==> src/rtl/commit_ctrl_if.sv <==
// commit_ctrl_if: ROB head, retirement RAT, free list and recovery signals of the commit stage
//   master: commit_ctrl side (drives dequeue, RRAT write, free-list push, flush and restore)
//   slave : pipeline side (drives ROB head, RRAT kick/map and free-list status)
interface commit_ctrl_if #(parameter int PW = 6);
    logic                 rob_head_valid;
    logic                 rob_head_done;
    logic [4:0]           rob_head_rd_s;
    logic [PW-1:0]        rob_head_pd;
    logic                 rob_head_mispredict;
    logic                 rob_dequeue;
    logic                 rrat_wen;
    logic [4:0]           rrat_rd_s;
    logic [PW-1:0]        rrat_p_addr;
    logic                 rrat_kick;
    logic [PW-1:0]        rrat_kick_p_addr;
    logic [31:0][PW-1:0]  rrat_map;
    logic                 freelist_full;
    logic                 freelist_push;
    logic [PW-1:0]        freelist_push_addr;
    logic                 freelist_restore;
    logic                 flush;
    logic                 rat_restore_wen;
    logic [4:0]           rat_restore_idx;
    logic [PW-1:0]        rat_restore_p_addr;
    logic                 busy;
    logic [31:0]          commit_count;
    modport master (
        input  rob_head_valid, rob_head_done, rob_head_rd_s, rob_head_pd, rob_head_mispredict,
               rrat_kick, rrat_kick_p_addr, rrat_map, freelist_full,
        output rob_dequeue, rrat_wen, rrat_rd_s, rrat_p_addr, freelist_push, freelist_push_addr,
               freelist_restore, flush, rat_restore_wen, rat_restore_idx, rat_restore_p_addr,
               busy, commit_count
    );
    modport slave (
        output rob_head_valid, rob_head_done, rob_head_rd_s, rob_head_pd, rob_head_mispredict,
               rrat_kick, rrat_kick_p_addr, rrat_map, freelist_full,
        input  rob_dequeue, rrat_wen, rrat_rd_s, rrat_p_addr, freelist_push, freelist_push_addr,
               freelist_restore, flush, rat_restore_wen, rat_restore_idx, rat_restore_p_addr,
               busy, commit_count
    );
endinterface

==> src/rtl/commit_ctrl.sv <==
// commit_ctrl: in-order single-commit retirement with mispredict flush and speculative RAT rebuild
//   clk, rst : clock and synchronous active-high reset
//   bus      : commit_ctrl_if.master (ROB head in, RRAT/free-list/recovery controls out)
module commit_ctrl #(
    parameter int ROB_DEPTH = 32
) (
    input  logic          clk,
    input  logic          rst,
    commit_ctrl_if.master bus
);
    localparam int PW = $clog2(ROB_DEPTH + 32);
    typedef enum logic [1:0] {RUN, FLUSH, RESTORE} state_t;
    state_t        state_q, state_d;
    logic [4:0]    idx_q, idx_d;
    logic [31:0]   cnt_q, cnt_d;
    logic          commit, wr, rest;
    logic [PW-1:0] map_sel;
    always_comb begin
        commit  = ~rst & (state_q == RUN) & bus.rob_head_valid & bus.rob_head_done
                  & ~(bus.freelist_full & (bus.rob_head_rd_s != 5'd0));
        wr      = commit & (bus.rob_head_rd_s != 5'd0);
        rest    = ~rst & (state_q == RESTORE);
        map_sel = bus.rrat_map[idx_q];
        bus.rob_dequeue        = commit;
        bus.rrat_wen           = wr;
        bus.rrat_rd_s          = rst ? '0 : bus.rob_head_rd_s;
        bus.rrat_p_addr        = rst ? '0 : bus.rob_head_pd;
        bus.freelist_push      = wr & bus.rrat_kick;
        bus.freelist_push_addr = rst ? '0 : bus.rrat_kick_p_addr;
        bus.flush              = ~rst & (state_q == FLUSH);
        bus.freelist_restore   = ~rst & (state_q == FLUSH);
        bus.rat_restore_wen    = rest;
        bus.rat_restore_idx    = rest ? idx_q : '0;
        bus.rat_restore_p_addr = rest ? map_sel : '0;
        bus.busy               = ~rst & (state_q != RUN);
        bus.commit_count       = rst ? '0 : cnt_q;
        state_d = state_q == RUN   ? ((commit & bus.rob_head_mispredict) ? FLUSH : RUN) :
                  state_q == FLUSH ? RESTORE :
                  (idx_q == 5'd31) ? RUN : RESTORE;
        // the walk counter wraps 31->0, so it is already clear for the next recovery
        idx_d   = state_q == RESTORE ? idx_q + 5'd1 : '0;
        cnt_d   = cnt_q + 32'(commit);
    end
    always_ff @(posedge clk) begin
        if (rst) begin
            state_q <= RUN;
            idx_q   <= '0;
            cnt_q   <= '0;
        end else begin
            state_q <= state_d;
            idx_q   <= idx_d;
            cnt_q   <= cnt_d;
        end
    end
endmodule

==> src/flat_wrapper.sv <==
// flat-port wrapper written by rule: the top's interface ports become plain ports
module commit_ctrl_flat 
#(
    parameter int ROB_DEPTH = 32
)
  (clk, rst, bus_rob_head_valid, bus_rob_head_done, bus_rob_head_rd_s, bus_rob_head_pd, bus_rob_head_mispredict, bus_rrat_kick, bus_rrat_kick_p_addr, bus_rrat_map, bus_freelist_full, bus_rob_dequeue, bus_rrat_wen, bus_rrat_rd_s, bus_rrat_p_addr, bus_freelist_push, bus_freelist_push_addr, bus_freelist_restore, bus_flush, bus_rat_restore_wen, bus_rat_restore_idx, bus_rat_restore_p_addr, bus_busy, bus_commit_count);
  commit_ctrl_if #(.PW(6)) bus_i ();
  input  logic clk;
  input  logic rst;
  input wire logic [$bits(bus_i.rob_head_valid)-1:0] bus_rob_head_valid;
  input wire logic [$bits(bus_i.rob_head_done)-1:0] bus_rob_head_done;
  input wire logic [$bits(bus_i.rob_head_rd_s)-1:0] bus_rob_head_rd_s;
  input wire logic [$bits(bus_i.rob_head_pd)-1:0] bus_rob_head_pd;
  input wire logic [$bits(bus_i.rob_head_mispredict)-1:0] bus_rob_head_mispredict;
  input wire logic [$bits(bus_i.rrat_kick)-1:0] bus_rrat_kick;
  input wire logic [$bits(bus_i.rrat_kick_p_addr)-1:0] bus_rrat_kick_p_addr;
  input wire logic [$bits(bus_i.rrat_map)-1:0] bus_rrat_map;
  input wire logic [$bits(bus_i.freelist_full)-1:0] bus_freelist_full;
  output wire logic [$bits(bus_i.rob_dequeue)-1:0] bus_rob_dequeue;
  output wire logic [$bits(bus_i.rrat_wen)-1:0] bus_rrat_wen;
  output wire logic [$bits(bus_i.rrat_rd_s)-1:0] bus_rrat_rd_s;
  output wire logic [$bits(bus_i.rrat_p_addr)-1:0] bus_rrat_p_addr;
  output wire logic [$bits(bus_i.freelist_push)-1:0] bus_freelist_push;
  output wire logic [$bits(bus_i.freelist_push_addr)-1:0] bus_freelist_push_addr;
  output wire logic [$bits(bus_i.freelist_restore)-1:0] bus_freelist_restore;
  output wire logic [$bits(bus_i.flush)-1:0] bus_flush;
  output wire logic [$bits(bus_i.rat_restore_wen)-1:0] bus_rat_restore_wen;
  output wire logic [$bits(bus_i.rat_restore_idx)-1:0] bus_rat_restore_idx;
  output wire logic [$bits(bus_i.rat_restore_p_addr)-1:0] bus_rat_restore_p_addr;
  output wire logic [$bits(bus_i.busy)-1:0] bus_busy;
  output wire logic [$bits(bus_i.commit_count)-1:0] bus_commit_count;
  assign bus_i.rob_head_valid = bus_rob_head_valid;
  assign bus_i.rob_head_done = bus_rob_head_done;
  assign bus_i.rob_head_rd_s = bus_rob_head_rd_s;
  assign bus_i.rob_head_pd = bus_rob_head_pd;
  assign bus_i.rob_head_mispredict = bus_rob_head_mispredict;
  assign bus_i.rrat_kick = bus_rrat_kick;
  assign bus_i.rrat_kick_p_addr = bus_rrat_kick_p_addr;
  assign bus_i.rrat_map = bus_rrat_map;
  assign bus_i.freelist_full = bus_freelist_full;
  assign bus_rob_dequeue = bus_i.rob_dequeue;
  assign bus_rrat_wen = bus_i.rrat_wen;
  assign bus_rrat_rd_s = bus_i.rrat_rd_s;
  assign bus_rrat_p_addr = bus_i.rrat_p_addr;
  assign bus_freelist_push = bus_i.freelist_push;
  assign bus_freelist_push_addr = bus_i.freelist_push_addr;
  assign bus_freelist_restore = bus_i.freelist_restore;
  assign bus_flush = bus_i.flush;
  assign bus_rat_restore_wen = bus_i.rat_restore_wen;
  assign bus_rat_restore_idx = bus_i.rat_restore_idx;
  assign bus_rat_restore_p_addr = bus_i.rat_restore_p_addr;
  assign bus_busy = bus_i.busy;
  assign bus_commit_count = bus_i.commit_count;
  commit_ctrl #(.ROB_DEPTH(ROB_DEPTH)) u_core (.clk(clk), .rst(rst), .bus(bus_i));
endmodule
==> config.mk <==
export PLATFORM = sky130hd
export DESIGN_NAME = commit_ctrl_flat
export DESIGN_NICKNAME = d
export VERILOG_FILES = /design/src/rtl/commit_ctrl_if.sv /design/src/rtl/commit_ctrl.sv /design/src/flat_wrapper.sv
export SDC_FILE = /design/constraint.sdc
export NUM_CORES = 1
export LEC_CHECK = 0
export ABC_AREA = 1
export CORE_MARGIN = 4
export CORE_UTILIZATION = 35
export DETAILED_ROUTE_END_ITERATION = 7
export GPL_TIMING_DRIVEN = 0
export HOLD_SLACK_MARGIN = 0.02
export PLACE_DENSITY = 0.83
export SLEW_MARGIN = 0
export SYNTH_ARGS = -nofsm -noshare
export SYNTH_HDL_FRONTEND = slang
export SYNTH_SLANG_ARGS = --single-unit
export TNS_END_PERCENT = 1
==> constraint.sdc <==
create_clock -name clk -period 2.4 [get_ports clk]
set_clock_uncertainty 0.05 [all_clocks]
set_input_delay 0.6 -clock clk [delete_from_list [all_inputs] [get_ports clk]]
set_output_delay 0.6 -clock clk [all_outputs]
set_load 0.005 [all_outputs]
=== Word level (Yosys, flattened, before mapping) ===
Cells that the tools add are included.

* Flip-flop bits (word level): 39
* Bits of input ports: 216
* Word-level logic and storage cells: 39

* Add/sub/neg operators: 2
* $lt $le $gt $ge: 1
* Equal/unequal tests: 3
* Multiplexer cells: 12
* Bitwise gates (word level): 14
* Reductions and logical operators: 4

{| class="wikitable"
|+ Operators with widths
! kind !! count
|-
| $add A32 B1 Y32 || 1
|-
| $mux W32 || 1
|-
| $bmux W6 S5 || 1
|-
| $mux W6 || 4
|-
| $and A1 B1 Y1 || 11
|-
| $mux W5 || 2
|-
| $lt A5 B6 Y1 const B || 1
|-
| $mux W2 || 3
|-
| $add A5 B1 Y5 const B || 1
|-
| $eq A5 B5 Y1 const B || 1
|-
| $reduce_bool A5 Y1 || 1
|-
| $not A1 Y1 || 3
|-
| $eq A2 B1 Y1 const B || 1
|-
| $eq A2 B2 Y1 const B || 1
|-
| $logic_not A2 Y1 || 1
|-
| $reduce_bool A2 Y1 || 1
|-
| $reduce_or A2 Y1 || 1
|-
| $mux W1 || 1
|}

=== Longest topological paths before layout ===
Gate-level depths: netlist (run 1).

* Depth in word-level cells: 8
* Gate-level depth with buffers: 16
* Mapped depth without buffers: 16

=== Least setup slack after synthesis (run 1) ===
No wires, ideal clock.

* Path type: input to register
* Start: in rst
* End: reg u_core.cnt_q[22]
* Setup time: 0.115 ns
* Arrival time: 2.113 ns
* Data required time: 2.235 ns
* Path slack: 0.122 ns
* Cell stages on the path: 15
* Path buffers: 1
* Path through: buf_6 -> inv_1 -> nand4_1 -> inv_1 -> nand2_1 -> inv_1 -> ha_1 -> ha_1 -> nand3_1 -> inv_1 -> nand2_1 -> nor2_1 -> nand4_1 -> nand2_1 -> nor2_1

* Word-level cells in the longest chain between the ends: 6

{| class="wikitable"
|+ Ends and longest elaborated chain
! element !! line !! text
|-
| start, declared || flat_wrapper.sv:9 || <nowiki>input logic rst;</nowiki>
|-
| $not A1 Y1 || commit_ctrl.sv:19 || <nowiki>commit = ~rst & (state_q == RUN) & bus.rob_head_valid & bus.rob_head_done</nowiki>
|-
| $and A1 B1 Y1 (3 in series) || commit_ctrl.sv:19 ||
|-
| $and A1 B1 Y1 || commit_ctrl.sv:20 || <nowiki>& ~(bus.freelist_full & (bus.rob_head_rd_s != 5'd0));</nowiki>
|-
| net bus_rob_dequeue || flat_wrapper.sv:19 || <nowiki>output wire logic [$bits(bus_i.rob_dequeue)-1:0] bus_rob_dequeue;</nowiki>
|-
| $add A32 B1 Y32 || commit_ctrl.sv:42 || <nowiki>cnt_d = cnt_q + 32'(commit);</nowiki>
|-
| end signal, assigned || commit_ctrl.sv:52 || <nowiki>cnt_q <= cnt_d;</nowiki>
|-
| end, declared || commit_ctrl.sv:15 || <nowiki>logic [31:0] cnt_q, cnt_d;</nowiki>
|}

The timed path passes the listed nets, and every way through them passes these cells.
A chain may end at the register's enable or synchronous reset.

=== Worst setup path in the final report (run 1) ===
* Start: in bus_rrat_map[176]
* End: out bus_rat_restore_p_addr[2]

* Word-level cells in the longest chain between the ends: 3

{| class="wikitable"
|+ Ends and longest elaborated chain
! element !! line !! text
|-
| start, declared || flat_wrapper.sv:17 || <nowiki>input wire logic [$bits(bus_i.rrat_map)-1:0] bus_rrat_map;</nowiki>
|-
| $bmux W6 S5 || commit_ctrl.sv:23 || <nowiki>map_sel = bus.rrat_map[idx_q];</nowiki>
|-
| $mux W6 (implied by the code) || commit_ctrl.sv:23 ||
|-
| $mux W6 || commit_ctrl.sv:34 || <nowiki>bus.rat_restore_p_addr = rest ? map_sel : '0;</nowiki>
|-
| end, declared || flat_wrapper.sv:29 || <nowiki>output wire logic [$bits(bus_i.rat_restore_p_addr)-1:0] bus_rat_restore_p_addr;</nowiki>
|}

No other way between the ends. The select of a mux whose other input is x is not followed.

==> results.toml, run 1 <==
[pwr]
clkPwrFrac_pct = 39.2
ir_drop_mv = 0.3696
p_sw_share_pct = 23.42
power_density_mw_per_mm2 = 242.9
p_switching_w = 0.0005121
leakage_nw = 4.770
internal_power_w = 0.001674
comb_power_share_pct = 31.1
power_frac_seq_pct = 29.8

[timing]
max_slew.worst_pin.slew_ns = 0.5573
max_slew_margin_pct = 62.85
holdWs_ns = 0.4147
finalHoldViolCount = 0
fin_ws_ns = -0.1135
fmax_ghz = 0.3978
finalSetupViolCount = 6
slew_violations = 0
rsz0062_at_grt = "yes"
period_minus_slack_ns = 2.514
fin_crit_sh_pct = 104.7

[logic_synthesis]
synth_cell_types = 28
synth_ff_type = "dfxtp_1"
synth_area_leaders = "nand2_1 (31%), inv_1 (18%), dfxtp_1 (16%)"
yosysSeqAreaShare_pct = 15.68
syn_nets = 1265
syn-cell-area_sq_mm = 0.004980
avgSynthCellArea_sq_um = 4.765
yosysMostFrequentCell = "nand2_1"
synth-edff-count = 0
async_reset_ff_share_pct = 0
synthTopCellsByCount = "nand2_1 (408), inv_1 (242), nand3_1 (127), nor2_1 (114), dfxtp_1 (39)"
synth_top_cell_by_area = "nand2_1"
ys_seq_elements = 39
synthesis.instances = 1045
synth_warnings = 0
synth_top_area_share_pct = 30.75

[routing]
routed_via_density = 4.795
dr.pass1.iters = 6
drt-initial-drc-count = 573
wl_um = 22770
ant_nets = 0
wl_per_cell_um = 14.94
route.detailed.drc = 0
vias = 7307

[grt]
grt_start_max_net_pins = 13
grtUsageTotal_pct = 25.50
overflow = 0
antenna_found_initial = 2
grt_pass1_vias = 6920
grt_pass1_wl_um = 33600

[critical_path]
crit_path_frequent_cell = "nand2_1"
critical_path_arrival_ns = 1.86
reg2reg_to = "u_core.cnt_q[22]"
critical_path_class = "input port to primary output"
reg2reg_slack_ns = 0.30
cp_num_buf_inv = 4
path_cells = "clkdlybuf4s50_1 > inv_1 > nand2_1 > nand3_2 > nand2_2 > nand2_1 > nand2_1 > inv_1 > nand2_1 > nand2_1 > nand2_2 > buf_6"
worstPathMaxFanout = 1
crit_path_start_kind = "input port"
worstPathRequired_ns = 1.75
r2r-start = "u_core.state_q[1]"
cp_slowest_cell = "clkdlybuf4s50_1"
cp_top_family = "buffers and inverters"
reg2regPathDepth = 16
cpPeakStageDelay_ns = 0.47
cp-end-kind = "primary output"

[hold_path]
hold_path_class = "flip-flop to flip-flop"
hold_path_depth = 2
min_to = "u_core.cnt_q[31]"
worstHoldStart = "u_core.cnt_q[31]"

[placed_design]
gp_congestion = 0.9662
placed_area_sq_mm = 0.008018
io_buffers = 281
pre_cts_ws_ns = -0.6814
dp_hpwl_um = 17670

[flow_run]
maxCapViolCount = 0

[die]
io_pins = 283
dieWidth_um = 127.3
die-height_um = 127.3
initial_core_util_pct = 35.74
die_area_sq_mm = 0.01620
row_count = 43
fp.coreArea_sq_mm = 0.01393

[clock_tree]
cts_buffer_depth = 2
cts.sinks = 39
clkLatencyLatePin_ns = 0.28
htree_num_levels = 2
cts_tree = "yes"
numCtsBuffers = 5
clk_pin_slew_ns = 0.06
cts-root-buf = "clkbuf_16"
hold_buffers = 0

[cells_and_area]
seq_area_sq_um = 782.0
fin_nets = 1561
drive_above_1_share_pct = 14.01
nFillCells = 1279
design_area_sq_mm = 0.009004
final_core_util_pct = 64.61
multi_input_area_sq_mm = 0.003476
area_delta_synth_final_pct = 80.80

[run_status]
violations = "negative setup slack"
status = "complete, but fails checks"
[registers in the layout (all words and copies together) (netlist names)]
name	count
u_core.cnt_q	32
u_core.state_q	2
u_core.idx_q	5
[layer usage]
metal / GRT usage (%) / vias up / share of wire, %
met5: 0 / - / 0
met4: 6.877 / 0 / 3.7
met3: 5.477 / 73 / 9.0
met2: 47.38 / 374 / 49
met1: 29.33 / 3210 / 38
li1: - / 3650 / -
[layout by cell type (no fill, tap or decap), drive strengths merged]
master         count
nor2             117
a31oi              2
ha                 4
dlygate4sd2        9
buf               42
a21oi             27
a211oi             1
nor3b              1
inv              244
nand3            128
o21ai             11
clkbuf            29
xor2               2
dlymetal6s2s      35
nand4              4
diode              2
nor3               4
clkdlybuf4s50    229
nand3b             1
dfxtp             39
o21a               2
nand2            409
bufinv             2
[area by class of cell]
class / instances / area share (%)
multi-input cells: 713 / 38.60
repair buffers: 289 / 33.00
inverters: 244 / 10.31
flip-flops and latches: 39 / 8.685
plain buffers: 49 / 4.739
well taps: 180 / 2.501
clock buffers: 6 / 1.431
clock inverters: 2 / 0.6670
diodes: 2 / 0.05559
[worst min-delay path: stages, from the launching register on]
cell,delay [ns]
dfxtp_1,0.31
nand2_1,0.06
a21oi_1,0.05
[cell families after synthesis]
group | after synthesis | synth area share [%]
DFF | 39 | 15.68
adders and majority gates | 4 | 1.005
buffers and inverters | 293 | 24.20
and+or+nand+nor | 664 | 54.25
AOI/OAI and AO/OA | 43 | 4.522
xor gates and xnor gates | 2 | 0.3518
[worst max-delay path by stage]
stage                          from                        end  depth (start not counted)
2_1_floorplan                   rst           u_core.cnt_q[22]                         15
3_3_place_gp   bus_rob_head_rd_s[1]           u_core.cnt_q[22]                         15
3_5_place_dp   bus_rob_head_rd_s[1]           u_core.cnt_q[22]                         15
4_1_cts           bus_rrat_map[176]  bus_rat_restore_p_addr[2]                         12
5_1_grt           bus_rrat_map[176]  bus_rat_restore_p_addr[2]                         12
6_report          bus_rrat_map[176]  bus_rat_restore_p_addr[2]                         12
[power by group through the flow]
stage	clock network, W	logic, W	registers (W)
2_1_floorplan	0	0.000204	0.000664
3_3_place_gp	0	0.000633	0.000664
3_5_place_dp	0	0.000638	0.000664
4_1_cts	0.000859	0.000650	0.000651
5_1_grt	0.000887	0.000740	0.000651
6_report	0.000856	0.000679	0.000651
[through the flow]
stage | instances | TNS [ns] | total power, W
final | 1524 | -0.2223 | 0.002187
after global placement | 1506 | -18.64 | 0.001297
after CTS | 1519 | -0.2032 | 0.002160
after detailed placement | 1506 | -20.46 | 0.001303
after global routing | 1524 | -0.8473 | 0.002278
after floorplan | 1045 | 0 | 0.0008678
[timing repair]
action	CTS	global route
gates resized for setup	92	181
pin swaps	8	69
buffers inserted	4	2
hold endpoints to repair	0	0
gates cloned	1	1
setup endpoints to repair	60	67
No activity file was read; power rests on OpenSTA's default activity.
==> run 2: changes to the inputs <==
Settings changed: SLEW_MARGIN 0 to 20.
==> results of run 2 <==
Final layout, timing and power as in run 1 (identical DEF).
==> run 3: changes to the inputs <==
Settings changed: CAP_MARGIN set to 10.
==> results of run 3 <==
Final layout, timing and power as in run 1 (identical DEF).
